[src/rtl/mem_controller.sv]
// Byte-serial memory controller arbitrating LSU and iCache requests onto a byte-wide RAM/IO bus.
// Optional feature: define MEMCON_IO_STALL_EN to hold off IO-region stores while io_buffer_full is high.
module mem_controller (
    input  logic        clk_in,
    input  logic        rst_in,
    input  logic        rdy_in,
    input  logic        rob2memCon_clear,
    input  logic        iCache2memCon_enable,
    input  logic [31:0] iCache2memCon_addr,
    output logic        memCon2iCache_enable,
    output logic [31:0] memCon2iCache_return,
    input  logic        lsu2memCon_enable,
    input  logic        lsu2memCon_rw,
    input  logic [1:0]  lsu2memCon_width,
    input  logic [31:0] lsu2memCon_addr,
    input  logic [31:0] lsu2memCon_value,
    input  logic        lsu2memCon_ifSigned,
    output logic        memCon2lsu_enable,
    output logic [31:0] memCon2lsu_return,
    input  logic [7:0]  mem_din,
    output logic [7:0]  mem_dout,
    output logic [31:0] mem_a,
    output logic        mem_wr,
    input  logic        io_buffer_full
);
    typedef enum logic [1:0] {IDLE, READ, WRITE} state_t;

    state_t      state;
    logic [2:0]  k;
    logic [2:0]  n;
    logic [31:0] addr;
    logic [31:0] value;
    logic        is_signed;
    logic        from_lsu;
    logic [23:0] rbuf;

    logic        lsu_req;
    logic        accept_ok;
    logic        grant_lsu;
    logic        grant_ic;
    logic [31:0] req_addr;
    logic [31:0] req_value;
    logic        req_rw;
    logic        req_signed;
    logic [2:0]  req_n;
    logic [31:0] raw_word;
    logic [31:0] load_word;

    always_comb begin
        lsu_req = lsu2memCon_enable;
`ifdef MEMCON_IO_STALL_EN
        // Stores to the IO region wait until the IO write buffer has room.
        if (lsu2memCon_rw && lsu2memCon_addr[17:16] == 2'b11 && io_buffer_full)
            lsu_req = 1'b0;
`endif
    end

`ifndef MEMCON_IO_STALL_EN
    logic unused_io_full;
    assign unused_io_full = io_buffer_full;
`endif

    // NOTE: every signal assigned in always_comb gets a default first, so no latch can be inferred.
    always_comb begin
        accept_ok  = (state == IDLE) && rdy_in && !rob2memCon_clear;
        grant_lsu  = accept_ok && lsu_req;
        grant_ic   = accept_ok && !lsu_req && iCache2memCon_enable;
        req_addr   = iCache2memCon_addr;
        req_value  = 32'h0;
        req_rw     = 1'b0;
        req_signed = 1'b0;
        req_n      = 3'd4;
        if (grant_lsu) begin
            req_addr   = lsu2memCon_addr;
            req_value  = lsu2memCon_value;
            req_rw     = lsu2memCon_rw;
            req_signed = lsu2memCon_ifSigned;
            case (lsu2memCon_width)
                2'd0:    req_n = 3'd1;
                2'd1:    req_n = 3'd2;
                default: req_n = 3'd4;
            endcase
        end
    end

    // The final byte comes straight off mem_din and joins the buffered lower bytes.
    always_comb begin
        case (n)
            3'd1:    raw_word = {24'h0, mem_din};
            3'd2:    raw_word = {16'h0, mem_din, rbuf[7:0]};
            default: raw_word = {mem_din, rbuf};
        endcase
        load_word = raw_word;
        if (n == 3'd1 && is_signed) load_word[31:8]  = {24{raw_word[7]}};
        if (n == 3'd2 && is_signed) load_word[31:16] = {16{raw_word[15]}};
    end

    // NOTE: sequential state uses non-blocking assignments so every register samples pre-edge values.
    always_ff @(posedge clk_in) begin
        if (rst_in) begin
            state                <= IDLE;
            k                    <= 3'd0;
            n                    <= 3'd0;
            addr                 <= 32'h0;
            value                <= 32'h0;
            is_signed            <= 1'b0;
            from_lsu             <= 1'b0;
            rbuf                 <= 24'h0;
            mem_a                <= 32'h0;
            mem_dout             <= 8'h0;
            mem_wr               <= 1'b0;
            memCon2lsu_enable    <= 1'b0;
            memCon2lsu_return    <= 32'h0;
            memCon2iCache_enable <= 1'b0;
            memCon2iCache_return <= 32'h0;
        end else begin
            memCon2lsu_enable    <= 1'b0;
            memCon2iCache_enable <= 1'b0;
            case (state)
                IDLE: begin
                    mem_wr <= 1'b0;
                    if (grant_lsu || grant_ic) begin
                        addr      <= req_addr;
                        value     <= req_value;
                        n         <= req_n;
                        is_signed <= req_signed;
                        from_lsu  <= grant_lsu;
                        mem_a     <= req_addr;
                        mem_dout  <= req_value[7:0];
                        mem_wr    <= req_rw;
                        k         <= 3'd1;
                        state     <= req_rw ? WRITE : READ;
                    end
                end
                READ: begin
                    if (rob2memCon_clear) begin
                        state  <= IDLE;
                        k      <= 3'd0;
                        mem_wr <= 1'b0;
                    end else begin
                        if (k < n) mem_a <= addr + {29'd0, k};
                        // Byte k-2 arrives at edge k; the last byte is consumed at edge n+1.
                        if (k <= n) begin
                            case (k)
                                3'd2:    rbuf[7:0]   <= mem_din;
                                3'd3:    rbuf[15:8]  <= mem_din;
                                3'd4:    rbuf[23:16] <= mem_din;
                                default: ;
                            endcase
                        end
                        if (k == n + 3'd1) begin
                            state <= IDLE;
                            k     <= 3'd0;
                            if (from_lsu) begin
                                memCon2lsu_enable <= 1'b1;
                                memCon2lsu_return <= load_word;
                            end else begin
                                memCon2iCache_enable <= 1'b1;
                                memCon2iCache_return <= load_word;
                            end
                        end else begin
                            k <= k + 3'd1;
                        end
                    end
                end
                WRITE: begin
                    if (k < n) begin
                        mem_a    <= addr + {29'd0, k};
                        mem_dout <= value[{k[1:0], 3'b000} +: 8];
                        mem_wr   <= 1'b1;
                        k        <= k + 3'd1;
                    end else begin
                        mem_wr            <= 1'b0;
                        memCon2lsu_enable <= 1'b1;
                        memCon2lsu_return <= 32'h0;
                        state             <= IDLE;
                        k                 <= 3'd0;
                    end
                end
                default: state <= IDLE;
            endcase
        end
    end
endmodule

[config.mk]
export PLATFORM = sky130hd
export DESIGN_NAME = mem_controller
export DESIGN_NICKNAME = d
export VERILOG_FILES = /design/src/rtl/mem_controller.sv
export SDC_FILE = /design/constraint.sdc
export NUM_CORES = 1
export LEC_CHECK = 0
export BUFFER_PORTS_ARGS = -buffer_cell sky130_fd_sc_hd__buf_2
export CORE_UTILIZATION = 49
export CTS_BUF_LIST = sky130_fd_sc_hd__clkbuf_16
export DETAILED_ROUTE_END_ITERATION = 7
export GPL_TIMING_DRIVEN = 0
export PLACE_DENSITY = 0.77
export SLEW_MARGIN = 20
export SYNTH_ARGS = -nofsm -noshare
export SYNTH_HDL_FRONTEND = slang
export SYNTH_SLANG_ARGS = --single-unit
export TNS_END_PERCENT = 100
[constraint.sdc]
create_clock -name clk_in -period 2.4 [get_ports clk_in]
set_input_delay 0.48 -clock clk_in [delete_from_list [all_inputs] [get_ports clk_in]]
set_output_delay 0.48 -clock clk_in [all_outputs]
set_load 0.02 [all_outputs]
; Yosys cells after proc, flatten, opt, wreduce, memory -nomap -nowiden
; Cells that the tools add are included.
[totals]
register_bits = 205
input_bits = 115
out_inout_bits = 107
word_cells = 113
[op_classes]
addsub = 3
magnitude_cmp = 2
eq_ne = 17
shift = 1
mux = 42
n_bitwise = 4
n_reduce_logical = 27
[ops]
columns = cell, count
row1 = two-way mux 32 bit, 9
row2 = one-hot mux 32 bit (2 select lines), 2
row3 = one-hot mux 32 bit (3 select lines), 1
row4 = adder 32 x 3 -> 32 bit, 1
row5 = indexed part select 32 x 6 -> 8 bit, 1
row6 = two-way mux 24 bit, 1
row7 = two-way mux 16 bit, 1
row8 = two-way mux 8 bit, 2
row9 = one-hot mux 8 bit (2 select lines), 1
row10 = AND reduction 4 bit, 4
row11 = two-way mux 3 bit, 5
row12 = "inequality test 2 bit, second input constant", 6
row13 = two-way mux 1 bit, 10
row14 = two-way mux 2 bit, 5
row15 = "== test 3 x 2 -> 1 bit, second input constant", 3
row16 = one-hot mux 3 bit (3 select lines), 1
row17 = AND reduction 3 bit, 3
row18 = logical AND 1 bit, 7
row19 = "adder 3 x 1 -> 3 bit, second input constant", 2
row20 = one-hot mux 2 bit (3 select lines), 1
row21 = one-hot mux 3 bit (2 select lines), 1
row22 = AND reduction 2 bit, 3
row23 = AND reduction 5 bit, 1
row24 = "== test 2 x 1 -> 1 bit, second input constant", 2
row25 = other kinds (17), 23

; Depth between registers and ports, before layout
; Gate-level depths: netlist of the first run.
[logic_depth]
word_depth = 8
ltp_mapped = 10
depth_no_buf = 7

; Worst setup path before layout of the first run
; Ideal clock, no wire load.
[synth_timing]
path_kind = register to register
from = register k[0]
to = register memCon2lsu_return[21]
setup_ns = 0.060
arrival_time_ns = 2.163
required_time_ns = 2.340
slack_ns = 0.177
stages_incl_launch_ff = 9
path_buffers = 2
synth_period_minus_slack_ns = 2.223
cell_sequence = dfxtp_1 > buf_2 > inv_1 > ha_1 > and3b_4 > nand4b_1 > nor2_1 > clkbuf_1 > a22o_1
[synth_between]
elab_chain_cells = 3
elab_cells_between_ends = 5
cone_classes = order compare: 1 / eq/ne: 3 / reduce/logical: 1
[synth_lines]
columns = element, line_no
row1 = from (decl), 29  ; logic [2:0] k;
row2 = from (signal assigned), 162  ; k <= k + 3'd1;
row3 = from (signal assigned), 171  ; k <= k + 3'd1;
row4 = < comparator 3 bit / == test 3 bit (equally long branches), "167, 151"
row5 = inequality test 2 bit (no source line), n/a
row6 = AND reduction 5 bit (no source line) *, n/a
row7 = to (signal assigned), 156  ; memCon2lsu_return <= load_word;
row8 = to (decl), 19  ; output logic [31:0] memCon2lsu_return,
; Mark *: on every way between the ends. The rest lies on a longest branch, timed or not.
; A chain may end at the register's enable or synchronous reset.

; Final worst setup path of the first run
[layout_timing]
from = register k[0]
to = register mem_a[20]
[layout_between]
elab_chain_cells = 4
elab_cells_between_ends = 5
cone_classes = add/sub: 1 / order compare: 1 / mux: 3
[layout_lines]
columns = element, line_no
row1 = adder 32 x 3 -> 32 bit / < comparator 3 bit (equally long branches), "141, 168, 167"
row2 = two-way mux 32 bit *, "141, 167"
row3 = two-way mux 32 bit, 136  ; if (rob2memCon_clear) begin
row4 = one-hot mux 32 bit (3 select lines) *, 119  ; case (state)
row5 = to (signal assigned), 128  ; mem_a <= req_addr;
row6 = to (signal assigned), 141  ; if (k < n) mem_a <= addr + {29'd0, k};
row7 = to (signal assigned), 168  ; mem_a <= addr + {29'd0, k};
row8 = to (decl), 22  ; output logic [31:0] mem_a,
; Mark *: on every way between the ends. The rest lies on a longest branch, timed or not. The select of a mux whose other input is x is not followed.

==> impl_metrics.tcl, run 1 <==
set metrics [dict create \
    postPlaceCellArea_mm2 0.0107 \
    synthTopCellsByArea "dfxtp_1, mux2i_1, nand2_1" \
    relSlewSlack 0.413 \
    drt-met1-wl_um 12700 \
    die_area_mm2 0.0197 \
    timing.hold.ws_ns 0.225 \
    syn_inst 1053 \
    vias 9302 \
    r2r_cells 8 \
    yosysTopAreaCell "dfxtp_1" \
    grt_pass1_vias 8849 \
    tightest_slew_ns 0.881 \
    fp-row-count 50 \
    critPathLaunchType "register" \
    start_util 0.500 \
    status "finished, final reports clean" \
    vias_per_cell 6.00 \
    antenna_found_initial 1 \
    ioPinCount 222 \
    synth_enable_flop_cells 0 \
    drive_gt1_frac 0.255 \
    vdd_drop_max_mv 0.581 \
    place_hpwl_um 21800 \
    fmax_mhz 429 \
    power_uw 8090 \
    grt_max_degree 15 \
    rrSetupSlack_ns 0.07 \
    synth.distinct_cells 73 \
    port_buffers 218 \
    wl_met2_um 13700 \
    clkLatencyLatePin_ns 0.51 \
    grt_remaining_overflow 0 \
    cts_root_buf "clkbuf_16" \
    reg2reg_to "mem_a[20]" \
    pwr-share-seq 0.451 \
    fin_crit_ns 2.33 \
    ys_seq_area_frac 0.438 \
    hold_viol 0 \
    wl_met3_um 2590 \
    globalRouteTotalUtil 0.301 \
    clockPowerShare 0.415 \
    fillCellCount 1597 \
    synth-main-ff-cell "dfxtp_1" \
    die_x_um 140 \
    worstSetupStartpoint "k[0]" \
    power.share.switching 0.271 \
    syn_nets 1186 \
    postLayoutCoreUtil 0.623 \
    syn_to_final_growth_pct 24.5 \
    gp_congestion 1.06 \
    die_h_um 140 \
    syn_area_per_cell_um2 8.89 \
    hp-class "in2reg" \
    cts_tree "done" \
    power.density_mw_per_mm2 694 \
    grt_pass1_wl_um 46800 \
    final_nets 1431 \
    h-tree-depth 1 \
    setup_viol 0 \
    cts_buffer_depth 3 \
    end_kind "register" \
    wire_per_inst_um 19.5 \
    synth_seq_cells 205 \
    final_common_cell "buf_2" \
    clkTransAtPathRegs_ns 0.06 \
    design_area_mm2 0.0117 \
    drtAntennaViolNets 0 \
    numCtsBuffers 22 \
    critPathArrivalTime_ns 2.73 \
    finClkSkew_ns 0.0131 \
    cts_sinks 205 \
    pwr-share-comb 0.134 \
    wl_um 30200 \
    core_region_area_mm2 0.0187 \
    top_layer_used "met4" \
    yosys.area.top_type_share 0.438 \
    crit_type "reg2reg" \
    crit_end "mem_a[20]" \
    required_ns 2.80 \
    cts_hold_buffers 0 \
    leakagePower_uw 0.00496 \
    worstPathMaxFanout 6 \
    synthArstFlopShare 0 \
    maxCapViolations 0 \
    slew_violations 0 \
    initialDrtViolationCount 691 \
    post-route-period-util 0.971 \
    yosys_warnings 0 \
    synthesis.area_mm2 0.00936 \
    drc_errors 0 \
    power.switching_uw 2190 \
    mostFrequentLayoutCells "buf_2, dfxtp_1, nand2_1" \
    p_int_uw 5900 \
    first_pass_iters 8 \
    reg2reg_from "k[0]" \
]
what timing repair did:
action                     4_1_cts  5_1_grt
pin swaps                        1        2
resized for setup               31       33
setup endpoints to repair      149      131
setup buffers                    3        1
Yosys cell counts, drive strengths merged (7+ instances only):
cell type and instances:
a311oi 7, inv 13, nand3 27, o211ai 20
a22oi 34, ha 17, o2bb2ai 17, xnor2 8
nor4 11, nand4 9, a211oi 42, clkbuf 53
a32o 7, a221oi 8, o21ai 22, nor3 14
nand2 131, a22o 16, mux4 8, nor2 122
o211a 8, buf 31, xor2 9, a21oi 75
dfxtp 205, mux2i 50
routing by layer:
| layer | GRT usage | vias up |
|---|---|---|
| met1 | 0.390 | 4378 |
| li1 | - | 4338 |
| met2 | 0.491 | 498 |
| met5 | 0 | - |
| met4 | 0.135 | 0 |
| met3 | 0.0516 | 88 |
per-stage QoR:
step | TNS, ns | setup WS, ns | cells
final | 0 | 0.0696 | 1551
after global routing | -0.0321 | -0.0226 | 1549
after global placement | -21.51 | -0.426 | 1505
after detailed placement | -24.21 | -0.415 | 1505
after floorplan | 0 | 0.177 | 1053
after CTS | 0 | 0.00781 | 1547
power by group through the flow:
stage	logic [µW]	registers, µW	clock network, µW
2_1_floorplan	551	3780	0
3_3_place_gp	1010	3710	0
3_5_place_dp	1020	3710	0
4_1_cts	1050	3640	3370
5_1_grt	1170	3660	3520
6_report	1090	3650	3360
flip-flops by register name, summed over array words and instances (netlist names), 2 cells and up:
register,count
n,3
memCon2lsu_return,32
mem_a,32
k,3
mem_dout,8
value,32
rbuf,24
state,2
addr,32
memCon2iCache_return,32
worst max-delay path: stages (launching register included):
cell	delay, ns
dfxtp_2	0.34
ha_1	0.24
fa_1	0.46
a21oi_4	0.28
nor4_4	0.10
buf_4	0.17
a311o_1	0.32
o311a_1	0.12
a22o_1	0.20
cell families after synthesis:
logic type | Yosys count | share of synthesized area
mux | 58 | 0.0727
compound gates | 295 | 0.225
buf+inv | 98 | 0.0442
fa+ha+maj | 18 | 0.0249
flops | 205 | 0.438
simple gates | 361 | 0.177
xor+xnor | 18 | 0.0183
worst min-delay path by stage:
stage	start	end	slack, ns	cells after the start
3_5_place_dp	memCon2lsu_return[10]	memCon2lsu_return[10]	0.44	1
6_report	lsu2memCon_value[11]	value[11]	0.23	3
5_1_grt	lsu2memCon_value[11]	value[11]	0.23	3
2_1_floorplan	value[0]	value[0]	0.43	2
4_1_cts	lsu2memCon_value[16]	value[16]	0.22	3
3_3_place_gp	mem_a[1]	mem_a[1]	0.44	2
final cells by class:
cell class	count	area (µm²)	share of cell area
antenna	3	7.51	0.000644
buffer	83	412	0.0353
clock buffer	23	576	0.0494
clock inverter	17	134	0.0115
inverter	14	52.6	0.00451
multi-input combinational	750	4950	0.425
sequential	205	4110	0.353
tap	234	293	0.0251
timing repair buffer	222	1120	0.0962
No activity file was read; power rests on OpenSTA's default activity.
==> run 2: changes to the inputs <==
Settings changed: CORE_UTILIZATION 49 to 41, CTS_BUF_LIST sky130_fd_sc_hd__clkbuf_16 to sky130_fd_sc_hd__clkbuf_4 sky130_fd_sc_hd__clkbuf_8 sky130_fd_sc_hd__clkbuf_16, PLACE_DENSITY 0.77 to 0.66.
==> impl_metrics.tcl, run 2 (synthesis results as in run 1) <==
set metrics [dict create \
    status "finished, final reports clean" \
    power.density_mw_per_mm2 705 \
    wire_per_inst_um 19.3 \
    relSlewSlack 0.392 \
    mostFrequentLayoutCells "buf_2, dfxtp_1, nand2_1" \
    crit_family "compound AO/OA/AOI/OAI gates" \
    worstPathMaxFanout 10 \
    slew_violations 0 \
    h-tree-depth 1 \
    fp-row-count 54 \
    cts_hold_buffers 0 \
    numCtsBuffers 23 \
    grt_pass1_vias 8765 \
    vias 9044 \
    cts_buffer_depth 3 \
    wl_met2_um 14300 \
    grt_remaining_overflow 0 \
    clkTransAtPathRegs_ns 0.06 \
    cts_root_buf "clkbuf_16" \
    cts_sinks 205 \
    power_uw 8310 \
    initialDrtViolationCount 509 \
    die_x_um 153 \
    vias_per_cell 5.67 \
    final_nets 1431 \
    min_from "lsu2memCon_value[31]" \
    post-route-period-util 0.959 \
    reg2reg_from "k[2]" \
    place_hpwl_um 22800 \
    critPathArrivalTime_ns 2.69 \
    crit_slowest_cell "dfxtp_1" \
    finClkSkew_ns 0.0120 \
    hold_viol 0 \
    drc_errors 0 \
    regArea_mm2 0.00411 \
    syn_to_final_growth_pct 25.9 \
    top_layer_used "met4" \
    drt-met1-wl_um 13500 \
    die_area_mm2 0.0234 \
    clkLatencyLatePin_ns 0.51 \
    critPathLaunchType "register" \
    wl_met3_um 2080 \
    antenna_found_initial 0 \
    vdd_drop_max_mv 0.419 \
    drtAntennaViolNets 0 \
    tns_ns 0 \
    required_ns 2.78 \
    cts_tree "done" \
    path_cells "ha_2 -> a21oi_2 -> a21o_2 -> clkbuf_2 -> nor4_1 -> nor3_1 -> o21ai_0" \
    grt_pass1_wl_um 47800 \
    leakagePower_uw 0.00499 \
    rsz0062_at_grt "true" \
    drive_gt1_frac 0.262 \
    wl_um 30800 \
    fin_crit_ns 2.30 \
    globalRouteTotalUtil 0.258 \
    worstSetupStartpoint "k[2]" \
    port_buffers 218 \
    grt_max_degree 14 \
    start_util 0.424 \
    die_h_um 153 \
    final_common_cell "buf_2" \
    fmax_mhz 435 \
    crit_path_max_incr_delay_ns 0.49 \
    first_pass_iters 5 \
    tightest_slew_ns 0.912 \
    insertedDiodeCount 0 \
    ioPinCount 222 \
    maxCapViolations 0 \
    fillCellCount 2107 \
    core_region_area_mm2 0.0221 \
    crit_buf_inv 1 \
    gp_congestion 0.989 \
    end_kind "register" \
    crit_type "reg2reg" \
    hp-class "in2reg" \
    setup_viol 0 \
    multi_input_area_mm2 0.00496 \
]
run 2: changes by cell type in the layout (fill, tap and decap cells not counted), sizes merged:
cell | before | now
inv | 16 | 14
diode | 3 | 0
buf | 251 | 246
clkinvlp | 2 | 1
clkbuf | 77 | 89
clkinv | 11 | 7
run 2: worst register-to-register path: cells and delay by family (launching register included):
family	cells	cell delay, ns
buffers and inverters	1	0.30
AND/OR/NAND/NOR	2	0.31
adder cells (fa/ha/maj)	1	0.37
AO/OA/AOI/OAI	3	0.71
flip-flops	1	0.49
run 2: per-layer routing:
metal	global-route usage	vias up
li1	-	4347
met1	0.330	4293
met2	0.439	347
met3	0.0442	57
met4	0.0856	0
met5	0	-
run 2: final timing paths:
path                    end  slack, ns  cells past startpoint
setup / recovery  mem_a[17]        0.1                      7
setup reg to reg  mem_a[17]        0.1                      7
hold reg to reg    mem_a[1]       0.45                      2
hold / removal    value[31]       0.22                      3
run 2: what timing repair did:
action / CTS / global route
buffers inserted: 3 / 1
gates resized for setup: 27 / 40
pin swaps: 1 / 2
setup endpoints to repair: 144 / 147
run 2: area by class of cell:
cell class / count / area share
multi-input combinational: 750 / 0.421
sequential: 205 / 0.349
timing repair buffer: 222 / 0.0951
clock buffer: 31 / 0.0566
buffer: 82 / 0.0356
tap: 280 / 0.0297
clock inverter: 10 / 0.00902
inverter: 14 / 0.00446
run 2: where the power goes:
group / total (µW) / switching (µW) / internal, µW
sequential: 3650 / 106 / 3540
combinational: 1080 / 675 / 407
clock: 3580 / 1420 / 2160
run 2: stage by stage:
stage	cells	utilization	setup WS, ns	instance area [µm²]	hold WS [ns]
floorplan	1053	-	0.177	9360	0.433
global placement	1551	0.489	-0.437	10800	0.438
detailed placement	1551	0.489	-0.461	10800	0.442
CTS	1594	0.528	0.00195	11700	0.215
global route	1594	0.533	-0.0322	11800	0.230
finish	1594	0.533	0.0994	11800	0.222
==> run 3: changes to the inputs <==
Settings changed: MAX_ROUTING_LAYER set to met4, TNS_END_PERCENT 100 to 30.
==> impl_metrics.tcl, run 3 (synthesis results as in run 1) <==
set metrics [dict create \
    status "finished, final reports clean" \
    finClkSkew_ns 0.0213 \
    numCtsBuffers 23 \
    die_x_um 153 \
    design_area_mm2 0.0118 \
    cts_sinks 205 \
    tns_ns 0 \
    grt_pass1_wl_um 48200 \
    die_h_um 153 \
    mostFrequentLayoutCells "buf_2, dfxtp_1, nand2_1" \
    syn_to_final_growth_pct 26.3 \
    drive_gt1_frac 0.260 \
    clkTransAtPathRegs_ns 0.06 \
    critPathArrivalTime_ns 2.74 \
    drtAntennaViolNets 0 \
    wl_um 31400 \
    vias_per_cell 5.70 \
    drc_errors 0 \
    required_ns 2.80 \
    post-route-period-util 0.974 \
    wire_per_inst_um 19.7 \
    h-tree-depth 1 \
    fp-row-count 54 \
    core_region_area_mm2 0.0221 \
    preCtsSetupSlack_ns -0.497 \
    hold_viol 0 \
    maxCapViolations 0 \
    setup_slack_ns 0.0630 \
    setup_viol 0 \
    initialDrtViolationCount 684 \
    end_kind "register" \
    tightest_slew_ns 0.896 \
    leakagePower_uw 0.00501 \
    grt_pass1_vias 8701 \
    grt_remaining_overflow 0 \
    place_hpwl_um 23100 \
    worstSetupStartpoint "k[0]" \
    final_nets 1433 \
    vdd_drop_max_mv 0.522 \
    die_area_mm2 0.0234 \
    fillCellCount 2069 \
    cts_buffer_depth 3 \
    relSlewSlack 0.403 \
    rsz0062_at_grt "true" \
    fmax_mhz 428 \
    ioPinCount 222 \
    critPathLaunchType "register" \
    reg2reg_from "k[0]" \
    hold_path_depth 3 \
    crit_type "reg2reg" \
    gp_congestion 0.964 \
    worstPathMaxFanout 7 \
    final_common_cell "buf_2" \
    postPlaceCellArea_mm2 0.0108 \
    cts_hold_buffers 0 \
    vias 9087 \
    first_pass_iters 7 \
    r2r_cells 7 \
    hp-class "in2reg" \
    cts_tree "done" \
    globalRouteTotalUtil 0.267 \
    antenna_found_initial 1 \
    cts_root_buf "clkbuf_16" \
    start_util 0.424 \
    slew_violations 0 \
    min_from "lsu2memCon_value[8]" \
    clkLatencyLatePin_ns 0.52 \
    port_buffers 218 \
    grt_max_degree 14 \
    power.density_mw_per_mm2 714 \
    fin_crit_ns 2.34 \
]
run 3: cell count changes in the layout (fill, tap and decap cells not counted), sizes merged:
cell / change
buf: +2
bufinv: +2
diode: +1
clkinv: -1
clkinvlp: -1
clkbuf: -3
run 3: repair_timing:
action                                  CTS  global route
resized for setup                        28            38
pin swaps                                 1             2
endpoints found under the setup margin  147           138
setup buffers                             2             3
run 3: worst max-delay path, stage by stage, from the launching register on:
cell and delay [ns]:
dfxtp_2 0.38, ha_1 0.22, fa_1 0.26, a21oi_2 0.14, nor4_4 0.41, nand2_2 0.20
o32a_1 0.38, a32o_1 0.24
run 3: layout make-up:
class | instances | area (µm²) | share of cell area
clock buffer | 28 | 619 | 0.0524
multi-input combinational | 750 | 4980 | 0.421
inverter | 14 | 52.6 | 0.00445
timing repair buffer | 223 | 1130 | 0.0955
tap | 280 | 350 | 0.0296
antenna | 1 | 2.50 | 0.000212
clock inverter | 10 | 154 | 0.0130
sequential | 205 | 4110 | 0.348
buffer | 83 | 424 | 0.0359
run 3: where the power goes:
| part | leakage, µW | total, µW | internal (µW) | switching, µW |
|---|---|---|---|---|
| Sequential | 0.00167 | 3650 | 3540 | 110 |
| Combinational | 0.00296 | 1090 | 413 | 679 |
| Clock | 0.000390 | 3690 | 2260 | 1440 |
| Total | 0.00501 | 8440 | 6210 | 2230 |
run 3: routing by layer:
layer  track usage  vias to the layer above  routed length (µm)
met2         0.434                      355               14800
met3        0.0377                       53                2020
li1              -                     4362                   -
met1         0.348                     4317               14000
met4        0.0673                        0                 534
met5             -                        -                   0
run 3: final timing paths:
| check | slack [ns] | to |
|---|---|---|
| worst max register to register | 0.06 | mem_a[18] |
| worst min register to register | 0.45 | mem_a[0] |
| worst max-delay path | 0.06 | mem_a[18] |
| worst min-delay path | 0.22 | value[8] |
run 3: per-stage QoR:
stage                     hold WS (ns)  cells  utilization  power, µW
after floorplan                  0.433   1053            -       4330
after global placement           0.439   1551        0.489       4730
after detailed placement         0.442   1551        0.489       4750
after CTS                        0.202   1590        0.528       8420
after global routing             0.231   1594        0.535       8700
final                            0.215   1594        0.535       8440
